$ cat config.mk
export PLATFORM = sky130hd
export DESIGN_NAME = dmem_arbiter
export DESIGN_NICKNAME = d
export VERILOG_FILES = /design/src/rtl/dmem_arbiter_pkg.sv /design/src/rtl/dmem_arbiter_rr_arb2.sv /design/src/rtl/dmem_arbiter.sv
export SDC_FILE = /design/constraint.sdc
export NUM_CORES = 1
export LEC_CHECK = 0
export CORE_ASPECT_RATIO = 0.6
export CORE_MARGIN = 10
export CORE_UTILIZATION = 31
export DETAILED_ROUTE_END_ITERATION = 8
export PLACE_DENSITY = 0.83
export SYNTH_ARGS = -nofsm -noshare
export SYNTH_HDL_FRONTEND = slang
export SYNTH_HIERARCHICAL = 1
export SYNTH_SLANG_ARGS = --single-unit
$ cat constraint.sdc
create_clock -name CLK -period 1.7 [get_ports CLK]
set_input_delay 0.34 -clock CLK [delete_from_list [all_inputs] [get_ports CLK]]
set_output_delay 0.34 -clock CLK [all_outputs]
set_load 0.02 [all_outputs]
$ cat src/rtl/dmem_arbiter_pkg.sv
// Shared constants and types for the data-memory arbiter.
// Latency: none (declarations only).
// Backpressure: none (declarations only).
package dmem_arbiter_pkg;

    // Arbiter FSM states
    typedef enum logic [1:0] {
        ARB_IDLE   = 2'd0,
        ARB_ACCESS = 2'd1,
        ARB_RESP   = 2'd2
    } arb_state_t;

    // Requester IDs
    localparam logic REQ_CORE = 1'b0;
    localparam logic REQ_DBG  = 1'b1;

    // Data-memory geometry in words
    localparam int DMEM_ADDR_W = 10;
    localparam int DMEM_SIZE   = 1 << DMEM_ADDR_W;

    // A word access must have its two low byte-address bits clear
    function automatic logic is_misaligned(input logic [31:0] byte_addr);
        return byte_addr[1:0] != 2'b00;
    endfunction

endpackage

$ cat src/rtl/dmem_arbiter_rr_arb2.sv
// Two-way round-robin pick: on a tie, the port not served last wins.
// Latency: purely combinational.
// Backpressure: none; the caller decides when to consume the pick.
module rr_arb2 (
    input  logic [1:0] req,
    input  logic       last_grant,
    output logic       gnt,
    output logic       valid
);

    // Single requester wins outright; a tie goes to the other port than last time
    always_comb begin
        gnt   = 1'b0;
        valid = |req;
        case (req)
            2'b01:   gnt = 1'b0;
            2'b10:   gnt = 1'b1;
            2'b11:   gnt = ~last_grant;
            default: gnt = 1'b0;
        endcase
    end

endmodule

$ cat src/rtl/dmem_arbiter.sv
// Shares the single-port data memory between the core (port 0) and debug/loader (port 1); DMEM_ARB_ALIGN_CHK_EN adds misalignment errors.
// Latency: request seen in IDLE at edge N -> mem_en in cycle N+1 -> ready pulse in cycle N+2; one access per 3 cycles.
// Backpressure: a requester holds req/we/addr/wdata stable until its ready pulse; stall = req & ~ready.
module dmem_arbiter
    import dmem_arbiter_pkg::*;
#(
    parameter int ADDR_W = DMEM_ADDR_W,
    parameter int DATA_W = 32
) (
    input  logic              CLK,
    input  logic              RST,
    input  logic              req0,
    input  logic              we0,
    input  logic [31:0]       addr0,
    input  logic [DATA_W-1:0] wdata0,
    output logic              ready0,
    output logic [DATA_W-1:0] rdata0,
    output logic              stall0,
    input  logic              req1,
    input  logic              we1,
    input  logic [31:0]       addr1,
    input  logic [DATA_W-1:0] wdata1,
    output logic              ready1,
    output logic [DATA_W-1:0] rdata1,
    output logic              stall1,
`ifdef DMEM_ARB_ALIGN_CHK_EN
    output logic              err0,
    output logic              err1,
`endif
    output logic              mem_en,
    output logic              mem_we,
    output logic [ADDR_W-1:0] mem_addr,
    output logic [DATA_W-1:0] mem_wdata,
    input  logic [DATA_W-1:0] mem_rdata
);

    arb_state_t        state, state_n;
    logic              gnt, gnt_n;
    logic              last_grant, last_grant_n;
    logic              mem_en_n, mem_we_n;
    logic [ADDR_W-1:0] mem_addr_n;
    logic [DATA_W-1:0] mem_wdata_n;
    // Per-access copies so the response does not depend on the requester
    // still driving its signals during RESP
    logic              op_we, op_we_n;
    logic [DATA_W-1:0] op_wdata, op_wdata_n;
    logic              op_mis, op_mis_n;

    logic              pick_gnt, pick_vld;
    logic              sel_we;
    logic [31:0]       sel_addr;
    logic [DATA_W-1:0] sel_wdata;
    logic              sel_mis;
    logic              in_resp;
    logic [DATA_W-1:0] resp_data;
    logic              unused_addr_bits;

    rr_arb2 u_rr_arb2 (
        .req        ({req1, req0}),
        .last_grant (last_grant),
        .gnt        (pick_gnt),
        .valid      (pick_vld)
    );

    assign sel_we    = pick_gnt ? we1    : we0;
    assign sel_addr  = pick_gnt ? addr1  : addr0;
    assign sel_wdata = pick_gnt ? wdata1 : wdata0;

    // Upper bits wrap modulo memory depth; low bits are byte offsets
    assign unused_addr_bits = ^{sel_addr[31:ADDR_W+2], sel_addr[1:0]};

`ifdef DMEM_ARB_ALIGN_CHK_EN
    assign sel_mis = is_misaligned(sel_addr);
`else
    assign sel_mis = 1'b0;
`endif

    // State and memory-side strobe registers
    always_ff @(posedge CLK or posedge RST) begin
        if (RST) begin
            state      <= ARB_IDLE;
            gnt        <= REQ_CORE;
            last_grant <= REQ_DBG;
            mem_en     <= 1'b0;
            mem_we     <= 1'b0;
            mem_addr   <= '0;
            mem_wdata  <= '0;
            op_we      <= 1'b0;
            op_wdata   <= '0;
            op_mis     <= 1'b0;
        end else begin
            state      <= state_n;
            gnt        <= gnt_n;
            last_grant <= last_grant_n;
            mem_en     <= mem_en_n;
            mem_we     <= mem_we_n;
            mem_addr   <= mem_addr_n;
            mem_wdata  <= mem_wdata_n;
            op_we      <= op_we_n;
            op_wdata   <= op_wdata_n;
            op_mis     <= op_mis_n;
        end
    end

    // Next-state logic: grant in IDLE, strobe for one cycle, respond, repeat
    always_comb begin
        state_n      = state;
        gnt_n        = gnt;
        last_grant_n = last_grant;
        mem_en_n     = 1'b0;
        mem_we_n     = 1'b0;
        mem_addr_n   = mem_addr;
        mem_wdata_n  = mem_wdata;
        op_we_n      = op_we;
        op_wdata_n   = op_wdata;
        op_mis_n     = op_mis;
        case (state)
            ARB_IDLE: begin
                if (pick_vld) begin
                    gnt_n       = pick_gnt;
                    // A misaligned access still walks the FSM but never touches memory
                    mem_en_n    = ~sel_mis;
                    mem_we_n    = sel_we & ~sel_mis;
                    mem_addr_n  = sel_addr[ADDR_W+1:2];
                    mem_wdata_n = sel_wdata;
                    op_we_n     = sel_we;
                    op_wdata_n  = sel_wdata;
                    op_mis_n    = sel_mis;
                    state_n     = ARB_ACCESS;
                end
            end
            ARB_ACCESS: begin
                state_n = ARB_RESP;
            end
            ARB_RESP: begin
                last_grant_n = gnt;
                state_n      = ARB_IDLE;
            end
            default: begin
                state_n = ARB_IDLE;
            end
        endcase
    end

    assign in_resp = (state == ARB_RESP);

    // Loads return memory data, stores echo their write data, errors return zero
    always_comb begin
        resp_data = '0;
        if (!op_mis) begin
            resp_data = op_we ? op_wdata : mem_rdata;
        end
    end

    assign ready0 = in_resp & (gnt == REQ_CORE);
    assign ready1 = in_resp & (gnt == REQ_DBG);
    assign rdata0 = ready0 ? resp_data : '0;
    assign rdata1 = ready1 ? resp_data : '0;
    assign stall0 = req0 & ~ready0;
    assign stall1 = req1 & ~ready1;

`ifdef DMEM_ARB_ALIGN_CHK_EN
    assign err0 = ready0 & op_mis;
    assign err1 = ready1 & op_mis;
`endif

endmodule

==> summary.md <==
Net count of the mapped netlist: 436. After clock tree synthesis, the clock-pin slew on the worst setup and hold paths is 70 ps. Cell occurring most often along the worst timing path: buf_6. Entering global routing, the biggest net connects 50 pins. The checks that failed: setup timing. In this run, flip-flops and latches consume 21.2% of the power.

The ratio of total power to cell area was 1640 nW/um^2. In this run the critical register-to-register path is launched from last_grant$_DFFE_PP1N_. In this run the standard cell core region covers 9360 sq um.

Once layout is done, the placed cells without fillers occupy 6540 sq um. In this run the worst path has a maximum fanout of 7. The type of the setup path with the least slack is register to output pin. The logs give 3,176 for the overall via count from detail_route and 18 for the number of library cell types mapped by synthesis. Sorting the synthesized cells by area gives the leading types as dfrtp_1 (39%), mux2_2 (31%), mux2i_1 (11%). Once placement finished, the instance area stood at 5600 sq um. The repair_antennas step left the layout with diodes totalling 0. The tools report the first-pass GRT wire length as 21,000 um. The run gives 500 MHz as the maximum clock frequency.

STA classifies the critical path startpoint as a register. Dividing the detail-routed via count by the number of cells gives 4.82. For this run, the register share of the synthesized area comes to 40.3%.

On the worst path, the slowest cell contributes a delay of 390 ps. In the global route stage, overall resource usage came out at 18.6%. For the worst max-slew margin expressed relative to the limit, the log shows 66.3%. The count of mapped cells out of synthesis was 270; the number of iterations in the first detailed-routing pass was 4.

The cell with the biggest individual delay on the critical path is dfrtp_1. The Yosys step of the flow raised 6 warnings. The logs give 0 for the number of hold-slack violations in the final timing report and 68 for the number of failing setup endpoints in the final timing report.

The internal power of the cells totals 6.16 mW. The number of enable-type register cells in the synthesized netlist is 0, and the slack of the worst reg-to-reg path is 20 ps. After detailed routing, the average wire length per cell comes to 22.7 um. The fraction of power spent switching nets is 42.5%.

Across the run, the number of max-cap violations was 0. The die extent in y came out at 96.8 um. For the final database, setup skew stands at 7.30 ps.

The tools report the library cell used as clock root buffer as clkbuf_16. The die outline area was 14,300 sq um; the worst reg2reg path depth was 5. For the via count of the first global-routing pass, the log shows 3,419. By instance count, the leading cell after synthesis is mux2_2.

Across the VDD grid, the largest voltage drop is 0.950 mV. The clock tree synthesis step divided the H-tree into 2 levels. The last element of the critical path is rdata1[8].

The run gives 3040 sq um as the mapped cell area. The floorplan step set the die width to 148 um. The logs give 0 for the number of antenna violations at the first check in global routing and 27 for the number of core rows. The area growth from synthesis to final layout was 115%; the worst-case setup margin in the final layout was -300 ps. The total area of multi-input combinational cells came out at 2060 sq um. The measured slew at the worst slew-check pin was 492 ps.

For this run, asynchronously set or reset flops after synthesis account for 100%. TritonCTS created 5 clock buffers. The critical path goes through buf_6, nand3b_1, buf_6, buf_12, buf_6, nor2_4, buf_6. Proportion of power drawn by combinational gates: 68.0%. The largest total area in the synthesized netlist belongs to dfrtp_1. The path type of the worst min-delay path is input port to asynchronous set/reset pin.

For the number of nets in the final layout, the log shows 694. The number of I/O port buffers works out to 233. Of the available clock period, the critical path in the final layout requires 118%. For the data arrival time of the critical path, the log shows 1660 ps. The tools report the pre-CTS setup slack as -396 ps. The tools report the flip-flop and latch area as 1230 sq um. Of the total power, the clock network draws 10.8%. At the worst endpoint, the required time is 1360 ps.

The critical path starts at state[0]$_DFFE_PP0P_. For the max-slew violation count, the log shows 0. In the routed design, unresolved DRC markers number 0.

The clock passes through at most 2 buffers. The design draws 10.7 mW. The final wirelength was 15,000 um. In the final layout, the share of cells above drive strength 1 is 51.0%. The number of synthesized register bits is 49. The share of synthesized area in the top cell type comes to 39.5%. For this block, the initial DRC count from the detailed router was 72.

In the synthesized netlist the dominant register cell turns out to be dfrtp_1. Summed over all cells, the static leakage comes to 2.78 nW. The post-route minimum period was 2000 ps; the fill cell total of the finished layout was 628.

The estimated wirelength of the detail-placed design is 10,200 um. The worst setup path is captured at an output pin. By count the netlist is led by mux2_2 (85), nor2_1 (64), dfrtp_1 (48). The I/O pin count is 278, and the residual antenna-violating net count after detailed routing is 0. Summed over all nets, the switching power comes to 4.54 mW. The average instance in the mapped netlist occupies 11.3 sq um. The run finished, with violations left. The total overflow left after global routing is 0.

The worst register-to-register path ends at mem_addr[3]$_DFFE_PP0P_. TritonCTS built the clock tree. The clock net in this run drives a total of 49 sinks. Setup repair after global routing could not meet its margin everywhere. The tools report the final weighted congestion in routability-driven placement as 0.783. Clock latency on the worst-skew pair, taken at its later pin, is 290 ps. Once the floorplan was initialized, standard cells occupied 32.5% of the core.
## area by class of cell
class | instances | area share, %
repair buffers | 272 | 44.3
multi-input cells | 195 | 31.4
flip-flops and latches | 49 | 18.8
well taps | 130 | 2.49
clock buffers | 5 | 1.91
clock inverters | 3 | 0.708
inverters | 5 | 0.363
## how the worst min path moves through the flow
stage               cells past startpoint                     from                       to  slack [ps]
finish                                  3                      RST  op_wdata[5]$_DFFE_PP0P_         410
global route                            3                      RST  op_wdata[6]$_DFFE_PP0P_         450
CTS                                     3                      RST  op_wdata[4]$_DFFE_PP0P_         430
detailed placement                      1  mem_addr[2]$_DFFE_PP0P_  mem_addr[2]$_DFFE_PP0P_         490
global placement                        1  mem_addr[3]$_DFFE_PP0P_  mem_addr[3]$_DFFE_PP0P_         490
floorplan                               2   last_grant$_DFFE_PP1N_   last_grant$_DFFE_PP1N_         460
## per-layer routing
metal	share of wire, %	vias up	global-route usage (%)
met5	0	-	0
met4	0.55	0	3.24
met3	9.3	6	8.31
met2	48	145	30.4
met1	43	1579	22.2
li1	-	1446	-
## power groups by stage
| stage | combinational [mW] | sequential, mW | clock, mW |
|---|---|---|---|
| after floorplan | 2.58 | 2.80 | 0 |
| after global placement | 5.82 | 2.19 | 0 |
| after detailed placement | 5.92 | 2.23 | 0 |
| after CTS | 6.49 | 2.22 | 1.18 |
| after global routing | 7.62 | 2.36 | 1.25 |
| final | 7.27 | 2.27 | 1.15 |
## worst max-delay path: cells and delay by family (launching register included)
| family | cells | cell delay (ps) |
|---|---|---|
| buffers and inverters | 5 | 670 |
| and+or+nand+nor | 2 | 300 |
| DFF | 1 | 390 |
## state kept, by name (all words and copies together), names as in the netlist
register,cells
gnt,1
mem_we,1
op_wdata,32
last_grant,1
mem_addr,10
state,2
op_we,1
mem_en,1
## timing repair
action | CTS | global route
hold buffers | 0 | 0
buffers inserted | 13 | 4
pin swaps | 8 | 14
gates cloned | 6 | 2
setup endpoints to repair | 115 | 105
gates resized for setup | 418 | 125
## cells in the final DEF, fill, tap and decap left out, drive strengths merged
master / n
clkinvlp: 1
o21ai: 1
nor2b: 3
nand3b: 1
dfstp: 1
inv: 4
bufbuf: 1
bufinv: 1
mux2i: 34
or2: 1
and2: 2
dlymetal6s2s: 9
nor2: 64
buf: 104
nor3b: 2
dfrtp: 48
clkbuf: 7
clkdlybuf4s50: 151
clkinv: 2
a21boi: 1
dlygate4sd2: 5
or3b: 1
mux2: 85
## metrics by stage
stage                     cells  setup TNS (ps)  util, %  hold WS (ps)
after CTS                   656          -13540     64.8           432
after floorplan             270               0        -           460
after global placement      630          -37490     59.8           489
final                       659          -14370     69.9           409
after global routing        659          -18480     69.9           452
after detailed placement    630          -39570     59.8           495
## kinds of logic (layout without fill, tap and decap cells)
kind of cell,after synthesis,after routing,synth area share (%)
flops,49,49,40.3
simple gates,74,74,10.2
mux,119,119,42.6
compound gates,2,2,0.411
buf+inv,26,285,6.49
(Power assumes the default switching activity.)
==> RTL edit, RTL diff (same settings) <==
Encoding of `arb_state_t`: now one-hot (3 bits for 3 states).
--- a/src/rtl/dmem_arbiter_pkg.sv
+++ b/src/rtl/dmem_arbiter_pkg.sv
@@ -5,8 +5,8 @@
 
     // Arbiter FSM states
-    typedef enum logic [1:0] {
-        ARB_IDLE   = 2'd0,
-        ARB_ACCESS = 2'd1,
-        ARB_RESP   = 2'd2
+    typedef enum logic [2:0] {
+        ARB_IDLE   = 3'b001,
+        ARB_ACCESS = 3'b010,
+        ARB_RESP   = 3'b100
     } arb_state_t;
 
Function: no difference found for any inputs over 10 cycles, from zero or initial values and one cycle with RST high; not proved beyond that.
==> RTL edit against the unedited design <==
The run still ends with setup timing left; combinational power down 14%; cell count rose by 2.9%; global-route usage is essentially flat; first-iteration DRC count up 50%; power shrank 9.6%; area after synthesis rose by 0.70%; wire length up 9.5%; highest routed layer unchanged; register-to-register slack worse by 20 ps; worst hold slack better by 11 ps; count of clock-buffer cells in the layout grew 1; setup slack worse by 190 ps; final area increased by 5.2%; largest cell class unchanged; sequential cell count up 1.
==> RTL edit: results (changes against the unedited design) <==
| Parameter | Value | Delta |
|:---|:---|:---|
| Vias in the first global route | 3543 | was 3419 |
| Multi-input combinational gate total | 196 | was 195 |
| Via density per instance | 4.914 | was 4.819 |
| Highest ir drop seen on vdd | 0.0008337 V | was 0.0009504 V |
| Leakage power of the design | 2.898 nW | was 2.782 nW |
| Total Negative Setup Slacks | -23580 ps | was -14370 ps |
| Placed cell area | 5768 µm² | was 5600 µm² |
| Sequential standard cell area | 1255 µm² | was 1229 µm² |
| Most frequent cells after synthesis | sky130_fd_sc_hd__mux2_2, sky130_fd_sc_hd__nor2_1, sky130_fd_sc_hd__dfrtp_1, sky130_fd_sc_hd__mux2i_1, sky130_fd_sc_hd__buf_2 | was sky130_fd_sc_hd__mux2_2, sky130_fd_sc_hd__nor2_1, sky130_fd_sc_hd__dfrtp_1, sky130_fd_sc_hd__mux2i_1, sky130_fd_sc_hd__buf_6 |
| Setup violation total in the final timing report | 68 | unchanged |
| Violations in the final reports | setup timing | unchanged |
| Critical Path AT | 1850 ps | was 1660 ps |
| Post-Place Cells | 637 | was 630 |
| Worst path max stage delay | 570 ps | was 390 ps |
| Synth top area cells | sky130_fd_sc_hd__dfrtp_1, sky130_fd_sc_hd__mux2_2, sky130_fd_sc_hd__mux2i_1 | unchanged |
| Final cell utilization of the core | 73.23% | was 69.89% |
| Met1 wire length | 6.623 mm | was 6.381 mm |
| Maximum number of pins on one net before global-route repair | 51 | was 50 |
| Grt met2 use | 32.23% | was 30.38% |
| Min setup slack post-route | -491.9 ps | was -300.1 ps |
| Worst-case headroom to the max-slew limit | 64.10% | was 66.27% |
| Total vias in the final route | 3332 | was 3176 |
| Starting DRT DRC Count | 108 | was 72 |
| Status | complete, but fails checks | unchanged |
| Global-route wire length before repair | 21.20 mm | was 20.96 mm |
| Proportion of synthesized chip area in sequential cells | 40.90% | was 40.32% |
| Crit-path leading delay family | simple AND/OR/NAND/NOR gates | was buffers and inverters |
| Total half-perimeter wirelength after legalization and detailed placement | 10.66 mm | was 10.22 mm |
| Proportion of final cell area spent on non-clock buffers | 45.99% | was 44.31% |
| Clock Skews | 5.439 ps | was 7.299 ps |
| Syn Nets | 439 | was 436 |
| Library cells used by synthesis | 19 | was 18 |
| Repair and plain buffers | 289 | was 272 |
| Number of clock buffers in the layout | 6 | was 5 |
| Met3 usage | 8.074% | was 8.306% |
## RTL edit: worst paths after layout
check,from,to,slack [ps],cells past startpoint
min,RST,op_wdata[12]$_DFFE_PP0P_,420,3
max in group asynchronous,RST,state[0]$_DFFE_PP1P_,1000,3
min in group CLK,mem_addr[2]$_DFFE_PP0P_,mem_addr[2]$_DFFE_PP0P_,510,1
min reg2reg,mem_addr[2]$_DFFE_PP0P_,mem_addr[2]$_DFFE_PP0P_,510,1
max,state[0]$_DFFE_PP1P_,rdata0[16],-490,5
max reg2reg,state[0]$_DFFE_PP1P_,mem_addr[9]$_DFFE_PP0P_,0,4
## RTL edit: where the power goes
part	switching (mW)	internal, mW
registers	0.492	1.82
logic	3.04	3.19
clock network	0.436	0.695
## RTL edit: repair_timing
action                                  in CTS  in global routing
endpoints found under the setup margin     116                 89
cloned                                       5                  4
hold buffers                                 0                  0
buffers inserted                            11                 13
gates resized for setup                    405                118
pin swaps                                    2                 16
